$ cat src/rtl/rsa_core_arbiter.sv
// Two-requester round-robin arbiter in front of a modular exponentiation core.
// The block latches the winning requester's operands and sequences the core
// through reset, run and completion. A RUN-state watchdog aborts jobs that
// never finish.
module rsa_core_arbiter #(
  parameter int WIDTH   = 8,
  parameter int EXPW    = 10,
  parameter int TIMEOUT = 255
) (
  input  logic             clk,
  input  logic             rst,
  input  logic             ena,
  input  logic [1:0]       req,
  input  logic [WIDTH-1:0] msg0,
  input  logic [WIDTH-1:0] msg1,
  input  logic [EXPW-1:0]  exp0,
  input  logic [EXPW-1:0]  exp1,
  input  logic [WIDTH-1:0] mod0,
  input  logic [WIDTH-1:0] mod1,
  output logic [1:0]       gnt,
  output logic [1:0]       done,
  output logic [1:0]       err,
  output logic [WIDTH-1:0] result,
  output logic             busy,
  output logic             core_run,
  output logic [WIDTH-1:0] core_msg,
  output logic [EXPW-1:0]  core_exp,
  output logic [WIDTH-1:0] core_mod,
  input  logic             core_eoc,
  input  logic [WIDTH-1:0] core_result
);

  // Counter is sized to hold TIMEOUT itself, so it never wraps.
  localparam int CW = (TIMEOUT < 2) ? 1 : $clog2(TIMEOUT + 1);
  // Count value seen in the last allowed RUN cycle; the increment in that
  // cycle brings the counter to TIMEOUT, which ends the job.
  localparam logic [CW-1:0] CNT_LAST = CW'(TIMEOUT - 1);

  typedef enum logic [2:0] {
    S_IDLE  = 3'd0,
    S_LOAD  = 3'd1,
    S_RUN   = 3'd2,
    S_DONE  = 3'd3,
    S_ABORT = 3'd4
  } state_e;

  state_e           state_q, state_d;
  logic             rr_q, rr_d;          // 1: requester 1 wins a tie
  logic [1:0]       gnt_q, gnt_d;
  logic [1:0]       done_q, done_d;
  logic [1:0]       err_q, err_d;
  logic [WIDTH-1:0] result_q, result_d;
  logic             run_q, run_d;
  logic [WIDTH-1:0] msg_q, msg_d;
  logic [EXPW-1:0]  exp_q, exp_d;
  logic [WIDTH-1:0] mod_q, mod_d;
  logic [CW-1:0]    cnt_q, cnt_d;
  logic             sel;

  // Next-state and output computation for the job sequencer.
  always_comb begin
    state_d  = state_q;
    rr_d     = rr_q;
    gnt_d    = gnt_q;
    done_d   = 2'b00;
    err_d    = 2'b00;
    result_d = result_q;
    run_d    = run_q;
    msg_d    = msg_q;
    exp_d    = exp_q;
    mod_d    = mod_q;
    cnt_d    = cnt_q;
    sel      = (req == 2'b11) ? rr_q : req[1];

    unique case (state_q)
      S_IDLE: begin
        run_d = 1'b0;
        if (|req) begin
          gnt_d   = sel ? 2'b10 : 2'b01;
          rr_d    = ~sel;
          msg_d   = sel ? msg1 : msg0;
          exp_d   = sel ? exp1 : exp0;
          mod_d   = sel ? mod1 : mod0;
          state_d = S_LOAD;
        end
      end
      // Core is still held in reset for this one cycle, with operands stable.
      S_LOAD: begin
        run_d   = 1'b1;
        cnt_d   = '0;
        state_d = S_RUN;
      end
      // Completion takes priority over the watchdog in the same cycle.
      S_RUN: begin
        if (core_eoc) begin
          result_d = core_result;
          run_d    = 1'b0;
          done_d   = gnt_q;
          state_d  = S_DONE;
        end else if (cnt_q == CNT_LAST) begin
          cnt_d   = cnt_q + 1'b1;
          run_d   = 1'b0;
          err_d   = gnt_q;
          state_d = S_ABORT;
        end else begin
          cnt_d = cnt_q + 1'b1;
        end
      end
      S_DONE, S_ABORT: begin
        gnt_d   = 2'b00;
        state_d = S_IDLE;
      end
      default: begin
        gnt_d   = 2'b00;
        run_d   = 1'b0;
        state_d = S_IDLE;
      end
    endcase
  end

  // State registers; ena=0 freezes everything, reset is asynchronous.
  always_ff @(posedge clk or posedge rst) begin
    if (rst) begin
      state_q  <= S_IDLE;
      rr_q     <= 1'b0;
      gnt_q    <= 2'b00;
      done_q   <= 2'b00;
      err_q    <= 2'b00;
      result_q <= '0;
      run_q    <= 1'b0;
      msg_q    <= '0;
      exp_q    <= '0;
      mod_q    <= '0;
      cnt_q    <= '0;
    end else if (ena) begin
      state_q  <= state_d;
      rr_q     <= rr_d;
      gnt_q    <= gnt_d;
      done_q   <= done_d;
      err_q    <= err_d;
      result_q <= result_d;
      run_q    <= run_d;
      msg_q    <= msg_d;
      exp_q    <= exp_d;
      mod_q    <= mod_d;
      cnt_q    <= cnt_d;
    end
  end

  assign gnt      = gnt_q;
  assign done     = done_q;
  assign err      = err_q;
  assign result   = result_q;
  assign busy     = (state_q != S_IDLE);
  assign core_run = run_q;
  assign core_msg = msg_q;
  assign core_exp = exp_q;
  assign core_mod = mod_q;

endmodule

$ cat config.mk
export PLATFORM = sky130hd
export DESIGN_NAME = rsa_core_arbiter
export DESIGN_NICKNAME = d
export VERILOG_FILES = /design/src/rtl/rsa_core_arbiter.sv
export SDC_FILE = /design/constraint.sdc
export NUM_CORES = 1
export LEC_CHECK = 0
export ABC_AREA = 1
export CAP_MARGIN = 20
export CELL_PAD_IN_SITES_DETAIL_PLACEMENT = 1
export CELL_PAD_IN_SITES_GLOBAL_PLACEMENT = 2
export CORE_MARGIN = 2
export CORE_UTILIZATION = 23
export DETAILED_ROUTE_END_ITERATION = 10
export PLACE_DENSITY = 0.85
export SETUP_SLACK_MARGIN = 0.5
export SLEW_MARGIN = 5
export SYNTH_ARGS = -nofsm -noshare
export SYNTH_HDL_FRONTEND = slang
export SYNTH_SLANG_ARGS = --single-unit
export TNS_END_PERCENT = 1
$ cat constraint.sdc
create_clock -name clk -period 2.1 [get_ports clk]
set_input_delay 0.42 -clock clk [delete_from_list [all_inputs] [get_ports clk]]
set_output_delay 0.42 -clock clk [all_outputs]
set_load 0.01 [all_outputs]
==> summary.txt, run 1 <==
==========================================================================================
Prevailing post-synth register cell                                                dfrtp_1
Clock Skew                                                                         6.96 ps
Combined area of the multi-input logic cells                                      1050 µm²
Die width                                                                           110 µm
Maximum clock path buffer count                                                          2
Synth Warn #                                                                             0
Total negative slack for setup checks                                                 0 ps
Pre-CTS setup slack                                                                 208 ps
Area share of the largest cell type after synthesis                                  0.518
Final setup margin                                                                  408 ps
CTS hold repair buffers                                                                  0
Area Overhead vs Synth                                                               54.2%
Vias in the first global route                                                        2562
Run status                                                                    complete, no violations
Dpl cell area                                                                     3790 µm²
Overall routed net length                                                          7330 µm
First-pass GRT wire length                                                        12100 µm
Post-detailed-route count of antenna-violating nets                                      0
Synthesized flop and latch total                                                        53
Internal Power                                                                   0.00289 W
CP Capture Type                                                                output port
Total number of H-tree levels                                                            2
Combinational Power Share                                                            0.465
Total iterations of the first detailed-routing run                                       4
CP required                                                                        1680 ps
Switching portion of total power                                                     0.348
Synthesized Nets                                                                       385
Cell at the slowest stage of the critical path                                clkdlybuf4s50_1
CTS tree                                                                               yes
Congestion Overflow GR                                                                   0
Slowest cell delay on critical path                                                 560 ps
Class of the most critical setup path                                         flop to output port
Filler Cells Inserted                                                                 1312
Portion of total power attributed to the clock network                               0.162
Gate count after technology mapping                                                    317
Net count of the finished layout                                                       497
Endpoint of the worst-slack reg-to-reg timing path                            cnt_q[2]$_DFFE_PP0P_
Sequential fraction of the synthesis area                                            0.518
Detailed router's first-iteration violation count                                       83
Setup repair after global routing missed its margin                                    yes
Path depth of the worst reg2reg path                                                     9
Area contributors post-synth                                                  dfrtp_1 (52%), nand2_1 (16%), a31oi_1 (6.3%)
Worst setup SP type                                                                   flop
Average cell area after synthesis                                                 8.08 µm²
Std cell rows                                                                           38
Ratio of total power to cell area                                              1120 nW/µm²
Number of antenna violations at the first check in global routing                        0
FF/Latch Area                                                                     1330 µm²
Final RePlAce weighted congestion                                                    0.742
Peak VDD IR                                                                         360 µV
Slew margin rel.                                                                     0.662
Worst path buffer plus inverter count                                                    1
I/O pins                                                                               108
Final number of max-transition violations                                                0
Clock buffers created by TritonCTS                                                       5
Most common cell in the netlist                                                    nand2_1
Critical path, cell by cell                                                   clkdlybuf4s50_1
Count of buffers inserted at the top-level ports                                       107
Die H                                                                               110 µm
Clock sink total                                                                        53
Final period util                                                                    0.806
Worst min-delay path category                                                 input pin to asynchronous set/reset pin
Reg-to-reg startpoint                                                         state_q[2]$_DFFE_PP0P_
Post-synth EDFFs                                                                         0
Die Area                                                                         12000 µm²
Netlist area before placement                                                     2560 µm²
Most common library cells after synthesis                                     nand2_1 (111), dfrtp_1 (53), nor2_1 (36), a31oi_1 (26), inv_1 (26)
Highest clock frequency the design can meet                                        591 MHz
Final number of setup-violating endpoints                                                0
Data arrival time of the critical path                                             1270 ps
Total half-perimeter wirelength after legalization and detailed placement          5470 µm
Crit-path max FO                                                                         4
Final critical path time including I/O delays and setup                            1690 ps
Final hold violation count                                                               0
Per-cell routed wire length                                                        12.9 µm
Category of cells accounting for the largest share of critical-path delay     buffers and inverters
DRC violations left                                                                      0
Static leakage power                                                               1.72 nW
Layout cells sized above 1                                                          0.0744
Clock tree root buffer cell                                                       clkbuf_8
Global routing usage summed across all routing layers                                0.128
Worst-Skew Late Latency                                                             300 ps
Proportion of synthesized flip-flops having asynchronous set or reset                 1.00
Reg2reg setup slack                                                                 540 ps
Initial core utilization                                                             0.236
Via count                                                                             2488
Worst slew pin tran                                                                 506 ps
Core region area                                                                 10800 µm²
Post-route standard cell area excluding fillers                                   3950 µm²
Antenna diode count                                                                      0
Maximum number of pins on one net before global-route repair                            56
Count of cell types in the netlist                                                      28
Switching power                                                                  0.00154 W
Clock edge transition at the registers on the reported setup and hold paths         100 ps
Number of vias per cell                                                               4.36
Area leader, netlist                                                               dfrtp_1
Max_cap viols                                                                            0
Proportion of power drawn by flip-flops and latches                                  0.373
==========================================================================================
## power groups by stage
stage,Sequential (W),Combinational [W],Clock [W]
global route,0.00171,0.00230,0.000793
detailed placement,0.00169,0.00205,0
finish,0.00165,0.00206,0.000720
floorplan,0.00183,0.000800,0
global placement,0.00168,0.00201,0
CTS,0.00167,0.00208,0.000758
## per-stage QoR
stage / std cells / power [W] / utilization / hold slack, ps
floorplan: 317 / 0.00263 / - / 481
global placement: 557 / 0.00369 / 0.350 / 467
detailed placement: 557 / 0.00374 / 0.350 / 474
CTS: 567 / 0.00451 / 0.362 / 495
global route: 570 / 0.00481 / 0.364 / 506
finish: 570 / 0.00444 / 0.364 / 486
## state kept, by name, summed over array words and instances (netlist names)
register,count
err,2
core_msg,8
core_exp,10
core_run,1
cnt_q,8
result,8
state_q,3
rr_q,1
gnt,2
done,2
core_mod,8
## worst register-to-register path: cells and delay by family (launching register included)
family / cells / cell delay, ps
and+or+nand+nor: 6 / 600
DFF: 1 / 450
buffers and inverters: 3 / 400
## placed cells by master, fill, tap and decap left out, types with 3 or more instances in the layout
master           Yosys  final
a31oi_1             26     26
buf_4                2      8
clkbuf_8             0      6
clkdlybuf4s50_1      0    104
dfrtp_1             53     51
inv_1               26     24
inv_2                2      3
nand2_1            111    111
nand3_1             13     13
nor2_1              36     36
o21ai_0             13     13
o21ai_1              5      5
## timing repair
item | 4_1_cts | 5_1_grt
endpoints found under the setup margin | 42 | 78
setup buffers | 2 | 3
pin swaps | 1 | 0
gates resized for setup | 5 | 1
## layout make-up
| type | count | area share |
|---|---|---|
| Multi-Input combinational cell | 224 | 0.266 |
| Clock buffer | 7 | 0.0219 |
| Inverter | 28 | 0.0276 |
| Tap cell | 140 | 0.0443 |
| Sequential cell | 53 | 0.336 |
| Timing Repair Buffer | 117 | 0.296 |
| Clock inverter | 1 | 0.00760 |
## cell families (layout without fill, tap and decap cells)
logic type | after synthesis | in the layout | share of synthesized area
adder cells (fa/ha/maj) | 2 | 2 | 0.00976
AO/OA/AOI/OAI | 49 | 49 | 0.113
AND/OR/NAND/NOR | 171 | 171 | 0.280
buffers and inverters | 40 | 153 | 0.0728
XOR/XNOR | 2 | 2 | 0.00684
flip-flops | 53 | 53 | 0.518
## worst max-delay path by stage
stage,depth (start not counted),start,endpoint,slack [ps]
floorplan,5,ena,core_exp[9]$_DFFE_PP0P_,690
global placement,6,req[0],rr_q$_DFFE_PP0P_,250
detailed placement,6,req[1],rr_q$_DFFE_PP0P_,210
CTS,1,gnt[0]$_DFFE_PP0P_,gnt[0],400
global route,1,gnt[0]$_DFFE_PP0P_,gnt[0],360
finish,1,gnt[0]$_DFFE_PP0P_,gnt[0],410
## layer usage
metal,vias to the layer above,share of wire,GRT usage
li1,1238,-,-
met1,1170,0.43,0.153
met2,75,0.48,0.222
met3,5,0.085,0.0451
met4,0,0.0068,0.0244
met5,-,0,0
Power figures use the tool's default switching activity.
==> run 2, diff against run 1 <==
==> constraint.sdc (replaced) <==
create_clock -name clk -period 1.6 [get_ports clk]
set_input_delay 0.32 -clock clk [delete_from_list [all_inputs] [get_ports clk]]
set_output_delay 0.32 -clock clk [all_outputs]
set_load 0.01 [all_outputs]
==> summary.txt, run 2 (synthesis gave the netlist of run 1 again) <==
==========================================================================================
Clock buffers created by TritonCTS                                                       5
CP Capture Type                                                                output port
Net count of the finished layout                                                       511
Final hold violation count                                                               0
Final number of max-transition violations                                                0
Post-layout power                                                                0.00565 W
Met2 track utilization from global routing                                           0.246
Number of antenna violations at the first check in global routing                        0
Total number of H-tree levels                                                            2
Pre-CTS setup slack                                                                -178 ps
Antenna diode count                                                                      0
Static leakage power                                                               1.86 nW
Crit-path max FO                                                                         3
Count of buffers inserted at the top-level ports                                       107
Cell at the slowest stage of the critical path                                     dfrtp_2
Clock edge transition at the registers on the reported setup and hold paths         100 ps
Via count                                                                             2573
Maximum clock path buffer count                                                          2
Worst slew pin tran                                                                 300 ps
Portion of total power attributed to the clock network                               0.138
Final period util                                                                    0.898
Overall routed net length                                                          8060 µm
Core region area                                                                 10800 µm²
Internal Power                                                                   0.00348 W
Slowest cell delay on critical path                                                 440 ps
Die width                                                                           110 µm
Filler Cells Inserted                                                                 1328
Final setup margin                                                                  163 ps
Number of vias per cell                                                               4.41
Global routing usage summed across all routing layers                                0.136
Clock tree root buffer cell                                                       clkbuf_8
I/O pins                                                                               108
Switching portion of total power                                                     0.384
Highest clock frequency the design can meet                                        696 MHz
Number of flip-flops under the largest register name                                    10
Proportion of power drawn by flip-flops and latches                                  0.379
Die Area                                                                         12000 µm²
Ratio of total power to cell area                                              1390 nW/µm²
Met1 routing resource usage after global routing                                     0.155
Detailed router's first-iteration violation count                                       92
Clock Skew                                                                         8.22 ps
Clock sink total                                                                        53
Worst setup SP type                                                                   flop
Maximum number of pins on one net before global-route repair                            54
First-pass GRT wire length                                                        12800 µm
Total iterations of the first detailed-routing run                                       4
Vias in the first global route                                                        2730
Final number of setup-violating endpoints                                                0
Global Route met3 Usage                                                             0.0456
Initial core utilization                                                             0.236
Congestion Overflow GR                                                                   0
Critical path, cell by cell                                                   nor2_4 -> nand2_4 -> buf_6
Final critical path time including I/O delays and setup                            1440 ps
Worst-Skew Late Latency                                                             310 ps
Die H                                                                               110 µm
Post-detailed-route count of antenna-violating nets                                      0
Class of the most critical setup path                                         flop to output port
Top Usage Layer GRT                                                                   met2
Peak VDD IR                                                                         405 µV
Final RePlAce weighted congestion                                                    0.755
Slew margin rel.                                                                     0.800
Per-cell routed wire length                                                        13.8 µm
CP required                                                                        1280 ps
CTS tree                                                                               yes
Setup repair after global routing missed its margin                                    yes
DRC violations left                                                                      0
Std cell rows                                                                           38
Run status                                                                    complete, no violations
Total half-perimeter wirelength after legalization and detailed placement          5870 µm
Most frequent cells in the layout                                             nand2_1 (110), clkdlybuf4s50_1 (65), dfrtp_1 (51)
Switching power                                                                  0.00217 W
Combinational Power Share                                                            0.483
Area Overhead vs Synth                                                               58.5%
Worst min-delay path category                                                 input pin to asynchronous set/reset pin
Max_cap viols                                                                            0
Most common cell after layout, fill and taps aside                                 nand2_1
Layout cells sized above 1                                                           0.117
Data arrival time of the critical path                                             1120 ps
==========================================================================================
## run 2: layout make-up
cell class	count	area [µm²]	share of cell area
Clock inverter	2	13.8	0.00339
Tap cell	140	175	0.0431
Sequential cell	53	1330	0.327
Clock buffer	6	72.6	0.0179
Timing Repair Buffer	131	1270	0.314
Multi-Input combinational cell	224	1080	0.267
Inverter	28	114	0.0280
## run 2: power by group through the flow
stage	clock [W]	sequential (W)	combinational, W
2_1_floorplan	0	0.00240	0.00105
3_3_place_gp	0	0.00218	0.00281
3_5_place_dp	0	0.00221	0.00287
4_1_cts	0.000819	0.00215	0.00274
5_1_grt	0.000877	0.00221	0.00303
6_report	0.000778	0.00214	0.00273
## run 2: routing by layer
metal  routed length [µm]  vias up  part of all wire
met3                  647        5             0.080
met2                 3940       75              0.49
met4                   67        0            0.0083
met1                 3400     1227              0.42
li1                     -     1266                 -
met5                    0        -                 0
## run 2: stage by stage
| step | setup TNS, ps | cells | hold slack [ps] | util | area, µm² |
|---|---|---|---|---|---|
| after global placement | -3470 | 570 | 464 | 0.359 | 3890 |
| after floorplan | 0 | 317 | 381 | - | 2570 |
| after detailed placement | -4150 | 570 | 462 | 0.359 | 3890 |
| after global routing | 0 | 584 | 433 | 0.375 | 4060 |
| after CTS | 0 | 584 | 436 | 0.371 | 4020 |
| final | 0 | 584 | 425 | 0.375 | 4060 |
## run 2: worst paths after layout
| kind | from | endpoint | slack (ps) | cells past startpoint |
|---|---|---|---|---|
| min in group clk | core_run$_DFFE_PP0P_ | core_run$_DFFE_PP0P_ | 480 | 2 |
| max in group asynchronous | rst | state_q[0]$_DFFE_PP0P_ | 910 | 3 |
| min reg2reg | core_run$_DFFE_PP0P_ | core_run$_DFFE_PP0P_ | 480 | 2 |
| max | state_q[2]$_DFFE_PP0P_ | busy | 160 | 3 |
| max reg2reg | state_q[2]$_DFFE_PP0P_ | core_msg[1]$_DFFE_PP0P_ | 190 | 6 |
| min | rst | result[5]$_DFFE_PP0P_ | 430 | 3 |
## run 2: repair_timing
action	CTS	global route
gates resized for setup	54	13
hold buffers	0	0
buffers inserted	5	0
endpoints found under the setup margin	95	95
pin swaps	2	3
cloned	1	0
## run 2: critical path, delay by kind of cell, from the launching register on
family / cells / cell delay [ps]
buffers and inverters: 1 / 130
AND/OR/NAND/NOR: 2 / 240
flip-flops: 1 / 440
==> run 3, diff against run 2 <==
--- a/config.mk
+++ b/config.mk
@@ -9,10 +9,12 @@
 export CAP_MARGIN = 20
 export CELL_PAD_IN_SITES_DETAIL_PLACEMENT = 1
 export CELL_PAD_IN_SITES_GLOBAL_PLACEMENT = 2
+export CORE_ASPECT_RATIO = 1.25
 export CORE_MARGIN = 2
-export CORE_UTILIZATION = 23
+export CORE_UTILIZATION = 34
 export DETAILED_ROUTE_END_ITERATION = 10
-export PLACE_DENSITY = 0.85
+export DONT_BUFFER_PORTS = 1
+export PLACE_DENSITY = 0.84
 export SETUP_SLACK_MARGIN = 0.5
 export SLEW_MARGIN = 5
 export SYNTH_ARGS = -nofsm -noshare
==> summary.txt, run 3 (synthesis gave the netlist of run 1 again) <==
==========================================================================================
CTS tree                                                                               yes
Met2 track utilization from global routing                                           0.297
Global routing usage summed across all routing layers                                0.171
Per-cell routed wire length                                                        16.1 µm
Clock edge transition at the registers on the reported setup and hold paths         100 ps
Most frequent cells in the layout                                             nand2_1 (109), dfrtp_1 (51), nor2_1 (33)
Clock Skew                                                                         11.7 ps
Clock buffers created by TritonCTS                                                       5
Internal Power                                                                   0.00311 W
Critical path, cell by cell                                                   nor2_4 -> nand2_4 -> nor2_4 -> buf_6 -> buf_12 -> buf_16 -> a31oi_1
Worst setup SP type                                                                   flop
Switching portion of total power                                                     0.398
Number of vias per cell                                                               5.09
Worst-Skew Late Latency                                                             310 ps
Switching power                                                                  0.00206 W
Endpoint of the worst-slack reg-to-reg timing path                            core_mod[7]$_DFFE_PP0P_
Class of the most critical setup path                                         flop to flop
Cell at the slowest stage of the critical path                                     dfrtp_2
Path depth of the worst reg2reg path                                                     7
Final period util                                                                    0.865
Peak VDD IR                                                                         754 µV
Slowest cell delay on critical path                                                 450 ps
Min-delay src                                                                          ena
First-pass GRT wire length                                                        10900 µm
CP required                                                                        1800 ps
Vias in the first global route                                                        2127
Post-detailed-route count of antenna-violating nets                                      0
Clock sink total                                                                        53
Global Route met3 Usage                                                             0.0493
Static leakage power                                                               1.38 nW
FF/Latch Area                                                                     1330 µm²
Total number of H-tree levels                                                            2
CP Capture Type                                                                       flop
Slew margin rel.                                                                     0.694
Pre-CTS setup slack                                                                58.4 ps
Worst min-delay path category                                                 input pin to flop
Hold Crit Endpoint                                                            err[1]$_DFFE_PP0P_
Total half-perimeter wirelength after legalization and detailed placement          4610 µm
Top Usage Layer GRT                                                                   met2
Reg2reg setup slack                                                                 220 ps
Layout cells sized above 1                                                           0.147
Number of instances on the worst hold path                                               1
Core region area                                                                  7360 µm²
DRC violations left                                                                      0
Die H                                                                               101 µm
Overall routed net length                                                          6860 µm
Number of antenna violations at the first check in global routing                        0
Count of buffers inserted at the top-level ports                                         0
Final number of max-transition violations                                                0
Number of flip-flops under the largest register name                                    10
Total iterations of the first detailed-routing run                                       4
Maximum number of pins on one net before global-route repair                            54
Max_cap viols                                                                            0
Run status                                                                    complete, no violations
Portion of total power attributed to the clock network                               0.181
Final number of setup-violating endpoints                                                0
Proportion of power drawn by flip-flops and latches                                  0.479
Crit-path max FO                                                                         8
Die Area                                                                          8250 µm²
Congestion Overflow GR                                                                   0
Final RePlAce weighted congestion                                                    0.747
Via count                                                                             2163
Combined area of the multi-input logic cells                                      1130 µm²
Highest clock frequency the design can meet                                        722 MHz
Area Overhead vs Synth                                                               19.8%
Std cell rows                                                                           35
Worst slew pin tran                                                                 458 ps
I/O pins                                                                               108
Ratio of total power to cell area                                              1690 nW/µm²
Most prevalent standard cell on the critical path                                   nor2_4
Clock tree root buffer cell                                                       clkbuf_8
Final critical path time including I/O delays and setup                            1380 ps
Reg-to-reg startpoint                                                         state_q[2]$_DFFE_PP0P_
Die width                                                                          81.7 µm
Filler Cells Inserted                                                                  882
Setup repair after global routing missed its margin                                    yes
Final setup margin                                                                  215 ps
Final hold violation count                                                               0
Total negative slack for setup checks                                                 0 ps
Detailed router's first-iteration violation count                                       41
Maximum clock path buffer count                                                          2
Most common cell after layout, fill and taps aside                                 nand2_1
Net count of the finished layout                                                       400
Data arrival time of the critical path                                             1580 ps
Initial core utilization                                                             0.348
Met1 routing resource usage after global routing                                     0.207
Antenna diode count                                                                      0
Combinational Power Share                                                            0.340
==========================================================================================
==> run 3: cell count changes in the layout (fill, tap and decap cells not counted), moves of 2 or more <==
cell	change
inv_4	-2
nand3_4	+2
buf_4	-8
a31oi_4	+2
dlygate4sd2_1	-41
a31oi_1	-2
nand3_2	-2
buf_6	-3
clkdlybuf4s50_1	-65
buf_16	+2
==> run 3: metal layers <==
metal,share of wire,wire (µm),vias up
li1,-,-,1050
met1,0.39,2670,1032
met2,0.53,3630,75
met3,0.071,486,6
met4,0.0099,68,0
met5,0,0,-
==> run 3: how the worst max path moves through the flow <==
stage                      startpoint                       to  cells after the start
2_1_floorplan  state_q[2]$_DFFE_PP0P_  core_exp[9]$_DFFE_PP0P_                      5
3_3_place_gp   state_q[2]$_DFFE_PP0P_     cnt_q[2]$_DFFE_PP0P_                      8
3_5_place_dp   state_q[2]$_DFFE_PP0P_     cnt_q[2]$_DFFE_PP0P_                      8
4_1_cts        state_q[0]$_DFFE_PP0P_  core_msg[1]$_DFFE_PP0P_                      7
5_1_grt        state_q[2]$_DFFE_PP0P_     cnt_q[4]$_DFFE_PP0P_                      9
6_report       state_q[2]$_DFFE_PP0P_  core_mod[7]$_DFFE_PP0P_                      7
==> run 3: power by group through the flow <==
| stage | Sequential [W] | Clock, W | Combinational (W) |
|---|---|---|---|
| 6_report | 0.00248 | 0.000934 | 0.00176 |
| 5_1_grt | 0.00257 | 0.00103 | 0.00197 |
| 4_1_cts | 0.00250 | 0.000972 | 0.00176 |
| 3_5_place_dp | 0.00254 | 0 | 0.00128 |
| 3_3_place_gp | 0.00253 | 0 | 0.00122 |
| 2_1_floorplan | 0.00240 | 0 | 0.00105 |
==> run 3: cell type report <==
class,instances,area share
clock buffers,5,0.0224
inverters,28,0.0379
flip-flops and latches,53,0.433
multi-input cells,225,0.367
repair buffers,19,0.0880
well taps,92,0.0375
clock inverters,3,0.0143
==> run 3: critical path, delay by kind of cell (launching register included) <==
| kind | cells | cell delay, ps |
|---|---|---|
| flops | 1 | 450 |
| simple gates | 3 | 380 |
| buf+inv | 3 | 370 |
| compound gates | 1 | 80 |
==> run 3: repair_timing <==
action | 4_1_cts | 5_1_grt
setup buffers | 9 | 0
resized for setup | 20 | 5
pin swaps | 8 | 1
endpoints found under the hold margin | 53 | 0
hold buffers | 1 | 0
endpoints found under the setup margin | 56 | 69
gates cloned | 4 | 0
==> run 3: per-stage QoR <==
stage	instance area [µm²]	std cells	total power (W)	utilization	hold slack, ps
finish	3070	425	0.00518	0.417	94.3
global route	3070	425	0.00557	0.417	80.5
CTS	3060	425	0.00523	0.415	87.0
detailed placement	2670	403	0.00382	0.363	294
global placement	2670	403	0.00375	0.363	293
floorplan	2570	317	0.00345	-	381
